<file path="src/rtl/video_timing_if.sv">
// Pixel-timing bundle between the sync generator (master) and its consumers (slave).
// Positions are W bits wide; every output is qualified by the pix_ce driven by the consumer.
interface video_timing_if #(
  parameter int W = 11
);
  logic         pix_ce;
  logic [W-1:0] xpos;
  logic [W-1:0] ypos;
  logic         hsync;
  logic         vsync;
  logic         disp_active;
  logic         line_start;
  logic         frame_start;

  modport master (
    input  pix_ce,
    output xpos, ypos, hsync, vsync, disp_active, line_start, frame_start
  );

  modport slave (
    output pix_ce,
    input  xpos, ypos, hsync, vsync, disp_active, line_start, frame_start
  );
endinterface

</file>
<file path="src/rtl/video_timing_gen.sv">
// Single-clock video sync generator: x/y raster counters advanced by pix_ce, decoded
// and pushed through a DELAY+1 stage register pipeline so sync lines up with downstream pixels.
module video_timing_gen #(
  parameter int H_ACT      = 800,
  parameter int H_FP_END   = 856,
  parameter int H_SYNC_END = 976,
  parameter int H_TOTAL    = 1040,
  parameter int V_ACT      = 600,
  parameter int V_FP_END   = 637,
  parameter int V_SYNC_END = 643,
  parameter int V_TOTAL    = 666,
  parameter int H_POL      = 1,
  parameter int V_POL      = 1,
  parameter int W          = 11,
  parameter int DELAY      = 0
) (
  input  logic           clock,
  input  logic           reset,
  video_timing_if.master vt
);

  if (!(H_ACT < H_FP_END && H_FP_END < H_SYNC_END && H_SYNC_END <= H_TOTAL &&
        V_ACT < V_FP_END && V_FP_END < V_SYNC_END && V_SYNC_END <= V_TOTAL &&
        DELAY >= 0 && DELAY <= 7 && W < 31 &&
        (1 << W) >= H_TOTAL && (1 << W) >= V_TOTAL)) begin : g_param_check
    $error("video_timing_gen: illegal timing parameters");
  end

  typedef struct packed {
    logic [W-1:0] x;
    logic [W-1:0] y;
    logic         act;
    logic         hs;
    logic         vs;
    logic         ls;
    logic         fs;
  } stage_t;

  // hs/vs are stored as raw "in sync window" flags, so all-zero is the inactive reset state.
  localparam stage_t STAGE_RST = '0;

  localparam logic [W-1:0] H_LAST = W'(H_TOTAL - 1);
  localparam logic [W-1:0] V_LAST = W'(V_TOTAL - 1);

  // Decode compares run one bit wider so an edge equal to 2^W stays representable.
  localparam logic [W:0] H_ACT_E  = (W+1)'(H_ACT);
  localparam logic [W:0] H_FP_E   = (W+1)'(H_FP_END);
  localparam logic [W:0] H_SYNC_E = (W+1)'(H_SYNC_END);
  localparam logic [W:0] V_ACT_E  = (W+1)'(V_ACT);
  localparam logic [W:0] V_FP_E   = (W+1)'(V_FP_END);
  localparam logic [W:0] V_SYNC_E = (W+1)'(V_SYNC_END);

  logic [W-1:0] xc_q, xc_d;
  logic [W-1:0] yc_q, yc_d;
  stage_t       stage_q [DELAY+1];
  stage_t       stage_d [DELAY+1];
  stage_t       dec;
  stage_t       out_s;

  logic [W:0] xe;
  logic [W:0] ye;
  assign xe = {1'b0, xc_q};
  assign ye = {1'b0, yc_q};

  always_comb begin
    dec.x   = xc_q;
    dec.y   = yc_q;
    dec.act = (xe < H_ACT_E) && (ye < V_ACT_E);
    dec.hs  = (xe >= H_FP_E) && (xe < H_SYNC_E);
    dec.vs  = (ye >= V_FP_E) && (ye < V_SYNC_E);
    dec.ls  = (xc_q == '0);
    dec.fs  = (xc_q == '0) && (yc_q == '0);
  end

  always_comb begin
    // NOTE: every variable gets a hold default up front so no path leaves it unassigned (no latch).
    xc_d    = xc_q;
    yc_d    = yc_q;
    stage_d = stage_q;
    if (vt.pix_ce) begin
      if (xc_q == H_LAST) begin
        xc_d = '0;
        yc_d = (yc_q == V_LAST) ? '0 : yc_q + W'(1);
      end else begin
        xc_d = xc_q + W'(1);
      end
      stage_d[0] = dec;
      for (int i = 1; i <= DELAY; i++) begin
        stage_d[i] = stage_q[i-1];
      end
    end
  end

  always_ff @(posedge clock or posedge reset) begin
    if (reset) begin
      xc_q <= '0;
      yc_q <= '0;
      // NOTE: the pipeline is a small register array, not RAM, so every stage is reset to keep
      // syncs inactive until real positions have propagated through.
      for (int i = 0; i <= DELAY; i++) begin
        stage_q[i] <= STAGE_RST;
      end
    end else begin
      // NOTE: sequential state uses non-blocking assignment so all stages shift on the same edge.
      xc_q    <= xc_d;
      yc_q    <= yc_d;
      stage_q <= stage_d;
    end
  end

  assign out_s          = stage_q[DELAY];
  assign vt.xpos        = out_s.x;
  assign vt.ypos        = out_s.y;
  assign vt.disp_active = out_s.act;
  assign vt.line_start  = out_s.ls;
  assign vt.frame_start = out_s.fs;
  assign vt.hsync       = (H_POL != 0) ? out_s.hs : ~out_s.hs;
  assign vt.vsync       = (V_POL != 0) ? out_s.vs : ~out_s.vs;

endmodule

</file>
<file path="src/flat_wrapper.sv">
// flat-port wrapper written by rule: the top's interface ports become plain ports
module video_timing_gen_flat 
#(
  parameter int H_ACT      = 800,
  parameter int H_FP_END   = 856,
  parameter int H_SYNC_END = 976,
  parameter int H_TOTAL    = 1040,
  parameter int V_ACT      = 600,
  parameter int V_FP_END   = 637,
  parameter int V_SYNC_END = 643,
  parameter int V_TOTAL    = 666,
  parameter int H_POL      = 1,
  parameter int V_POL      = 1,
  parameter int W          = 11,
  parameter int DELAY      = 0
)
  (clock, reset, vt_pix_ce, vt_xpos, vt_ypos, vt_hsync, vt_vsync, vt_disp_active, vt_line_start, vt_frame_start);
  video_timing_if #(.W(W)) vt_i ();
  input  logic clock;
  input  logic reset;
  input wire logic [$bits(vt_i.pix_ce)-1:0] vt_pix_ce;
  output wire logic [$bits(vt_i.xpos)-1:0] vt_xpos;
  output wire logic [$bits(vt_i.ypos)-1:0] vt_ypos;
  output wire logic [$bits(vt_i.hsync)-1:0] vt_hsync;
  output wire logic [$bits(vt_i.vsync)-1:0] vt_vsync;
  output wire logic [$bits(vt_i.disp_active)-1:0] vt_disp_active;
  output wire logic [$bits(vt_i.line_start)-1:0] vt_line_start;
  output wire logic [$bits(vt_i.frame_start)-1:0] vt_frame_start;
  assign vt_i.pix_ce = vt_pix_ce;
  assign vt_xpos = vt_i.xpos;
  assign vt_ypos = vt_i.ypos;
  assign vt_hsync = vt_i.hsync;
  assign vt_vsync = vt_i.vsync;
  assign vt_disp_active = vt_i.disp_active;
  assign vt_line_start = vt_i.line_start;
  assign vt_frame_start = vt_i.frame_start;
  video_timing_gen #(.H_ACT(H_ACT), .H_FP_END(H_FP_END), .H_SYNC_END(H_SYNC_END), .H_TOTAL(H_TOTAL), .V_ACT(V_ACT), .V_FP_END(V_FP_END), .V_SYNC_END(V_SYNC_END), .V_TOTAL(V_TOTAL), .H_POL(H_POL), .V_POL(V_POL), .W(W), .DELAY(DELAY)) u_core (.clock(clock), .reset(reset), .vt(vt_i));
endmodule
</file>
<file path="config.mk">
export PLATFORM = sky130hd
export DESIGN_NAME = video_timing_gen_flat
export DESIGN_NICKNAME = d
export VERILOG_FILES = /design/src/rtl/video_timing_if.sv /design/src/rtl/video_timing_gen.sv /design/src/flat_wrapper.sv
export SDC_FILE = /design/constraint.sdc
export NUM_CORES = 1
export LEC_CHECK = 0
export CORE_AREA = 4 4 68 76
export CTS_CLUSTER_DIAMETER = 100
export DETAILED_ROUTE_END_ITERATION = 8
export DIE_AREA = 0 0 72 80
export PLACE_DENSITY = 0.75
export SYNTH_ARGS = -nofsm -noshare
export SYNTH_HDL_FRONTEND = slang
export SYNTH_SLANG_ARGS = --single-unit
</file>
<file path="constraint.sdc">
create_clock -name clock -period 1.8 [get_ports clock]
set_input_delay 0.36 -clock clock [delete_from_list [all_inputs] [get_ports clock]]
set_output_delay 0.36 -clock clock [all_outputs]
set_load 0.01 [all_outputs]
</file>
==> reports/metrics.cfg <==
[status]
status=finished, final reports clean

[timing]
worst_pin_slew_ns=0.3701
setup_viol=0
min_period_ns=1.724
holdWs_ns=0.4103
rsz0062_at_grt=no
fmax_mhz=580.1
drv_slew=0
hold_viol_final=0
setup_tns_ns=0
fin_ws_ns=0.07620
max-slew-margin-rel=0.7469
post-route-period-util=0.9577
clock_skew_ns=0.007071

[cts]
cts_tree=built
htree_levels=2
clk_pin_slew_ns=0.09
cts_sinks=49
cts.path.max_buffers=2
postCtsHoldBufs=0
postCtsResizedCells=0
cts_made_buffers=5
cts_root_buffer=clkbuf_8
post-cts-setup-buffer-count=0
clock_latency_ns=0.30

[detailed_routing]
viasPerCell=5.415
vias=1695
ant_nets=0
dr.first_iter.drc_count=171
wl_um=4753
firstDrtPassIters=4
drcViolationCount=0
wire_per_inst_um=15.19

[job]
drv_cap=0

[global_routing]
antenna_found_initial=0
met1_usage=0.2432
grt_use_total=0.1853
grt_pass1_vias=1758
gr-max-usage-layer=met2
grt_pass1_wl_um=8328
grt.overflow.total=0
grt_max_degree=50
grt_util_met2=0.3143
met3_usage=0.02645

[place]
placed_area_um2=2845
place_ws_ns=-0.1716
dp_hpwl_um=3447
gp_congestion=0.8496
io_buffers=29

[floorplan]
coreArea_um2=4317
dieHeight_um=80
start_util=0.5412
io_pins=30
rows=25
die_width_um=72
dieArea_um2=5760

[pwr]
ir_worst_vdd_mv=0.6787
p_leak_uw=0.001327
cellPowerDensity_nw_per_um2=851.1

[worst_setup_path]
worstSetupEndpointType=flop
path_class=reg -> reg
r2r_slack_ns=0.08
worstPathArrival_ns=1.91
crit_fanout=7
cp_slowest_cell=or4_4
path_cells=or3_1 > or4_4 > nor2_4 > a21oi_1
max_stage_delay_ns=0.52
crit_required_ns=1.99
start_kind=flop

[logic_synthesis]
syn_inst=205
synth_seq_area_share=0.5249
syn_area_um2=2336
synthDistinctLibCells=41
async_flop_share=1.000
postSynthAreaPerCell_um2=11.40
synth_seq_cells=49
synth_edf_count=0
ys.flop_type=dfrtp_1
syn_nets=213
ys_warn_count=0

[finish]
drive_gt1_frac=0.2432
final_nets=266
n_antenna_cell=0
num-fill-cells=328
syn_to_final_growth_pct=25.33
final_area_um2=2928

[hold_path]
min_path_type=in -> async

-- synth_stat cells (2+ instances only) --
cell type | number | area, µm²
mux2_2 | 22 | 247.7
buf_4 | 2 | 15.01
o21ai_0 | 12 | 60.06
nor4_1 | 3 | 18.77
xnor2_1 | 7 | 61.31
a21oi_1 | 6 | 30.03
nand3_2 | 3 | 30.03
nor2_1 | 6 | 22.52
nor3_1 | 4 | 20.02
a21o_1 | 2 | 15.01
dfrtp_1 | 49 | 1226
inv_1 | 17 | 63.81
xor2_1 | 4 | 35.03
buf_2 | 2 | 10.01
nand2_1 | 10 | 37.54
ha_1 | 5 | 62.56
nor3_4 | 2 | 32.53
nand3_1 | 6 | 30.03
or3_1 | 4 | 25.02
nand4_1 | 8 | 50.05
o31ai_1 | 2 | 15.01
and4_1 | 4 | 35.03
clkbuf_1 | 2 | 7.510
and3_1 | 4 | 25.02
o22ai_1 | 3 | 18.77
-- stage by stage --
stage          power, µW    util  instances
6_report            2492  0.6783        313
5_1_grt             2634  0.6783        313
4_1_cts             2524  0.6783        313
3_5_place_dp        1902  0.6591        305
3_3_place_gp        1885  0.6591        305
2_1_floorplan       1620       -        205
-- logic make-up after synthesis --
kind of cell | share of synthesized area
and+or+nand+nor | 0.1789
DFF | 0.5249
AOI/OAI and AO/OA | 0.07392
buffers and inverters | 0.04820
muxes | 0.1061
xor gates and xnor gates | 0.04124
adders and majority gates | 0.02678
-- layout by cell type (no fill, tap or decap), drive strengths merged --
master and count:
dfrtp 49, clkdlybuf4s50 29, buf 25, mux2 22, inv 17, o21ai 12, nand2 10, nand4 9
nand3 9, xnor2 7, nor2 7, a21oi 6, clkbuf 6, nor3 6, ha 5, and4 4
and3 4, or3 4, xor2 4, nor4 3, o22ai 3, a21o 2, o31ai 2, clkinv 2
nor2b 1, a22o 1, and2 1, or4b 1, or3b 1, or4 1, o211ai 1, a211o 1
a2111oi 1, nor4b 1, nand4b 1, nor3b 1
-- per-layer routing --
| metal | vias up | wire (µm) |
|---|---|---|
| li1 | 837 | - |
| met1 | 814 | 2142 |
| met2 | 38 | 2406 |
| met3 | 6 | 140 |
| met4 | 0 | 63 |
| met5 | - | 0 |
-- worst paths after layout --
| kind | start | to | cells after the start |
|---|---|---|---|
| worst max-delay path | u_core.yc_q[5] | u_core.yc_q[9] | 4 |
| worst min-delay path | reset | u_core.vt.ypos[9] | 3 |
| worst max register to register | u_core.yc_q[5] | u_core.yc_q[9] | 4 |
| worst min register to register | u_core.vt.xpos[0] | u_core.vt.xpos[0] | 1 |
| max in group asynchronous | reset | u_core.yc_q[4] | 3 |
| min in group clock | u_core.vt.xpos[0] | u_core.vt.xpos[0] | 1 |
-- cell type report --
| cell class | instances | area, µm² | share of cell area |
|---|---|---|---|
| inverters | 17 | 63.81 | 0.02179 |
| multi-input cells | 131 | 997.2 | 0.3406 |
| clock buffers | 6 | 72.57 | 0.02479 |
| flip-flops and latches | 49 | 1226 | 0.4188 |
| clock inverters | 2 | 10.01 | 0.003419 |
| well taps | 54 | 67.56 | 0.02308 |
| repair buffers | 54 | 490.5 | 0.1675 |
-- where the power goes --
group          internal (µW)  total [µW]  switching, µW  leakage, µW
Sequential              1220        1350            133     0.000641
Combinational            297         533            236     0.000641
Clock                    270         610            341    0.0000450
Total                   1780        2490            709      0.00133
-- critical path, delay by kind of cell, from the launching register on --
| kind | cells | cell delay (ns) |
|---|---|---|
| and+or+nand+nor | 3 | 1.09 |
| DFF | 1 | 0.47 |
| AOI/OAI and AO/OA | 1 | 0.05 |
-- registers in the layout, indices dropped and copies added (netlist names), 11 cells and up --
name	count
u_core.vt.xpos	11
u_core.vt.ypos	11
u_core.xc_q	11
u_core.yc_q	11
Note: power is estimated with default switching activity, not from simulation.
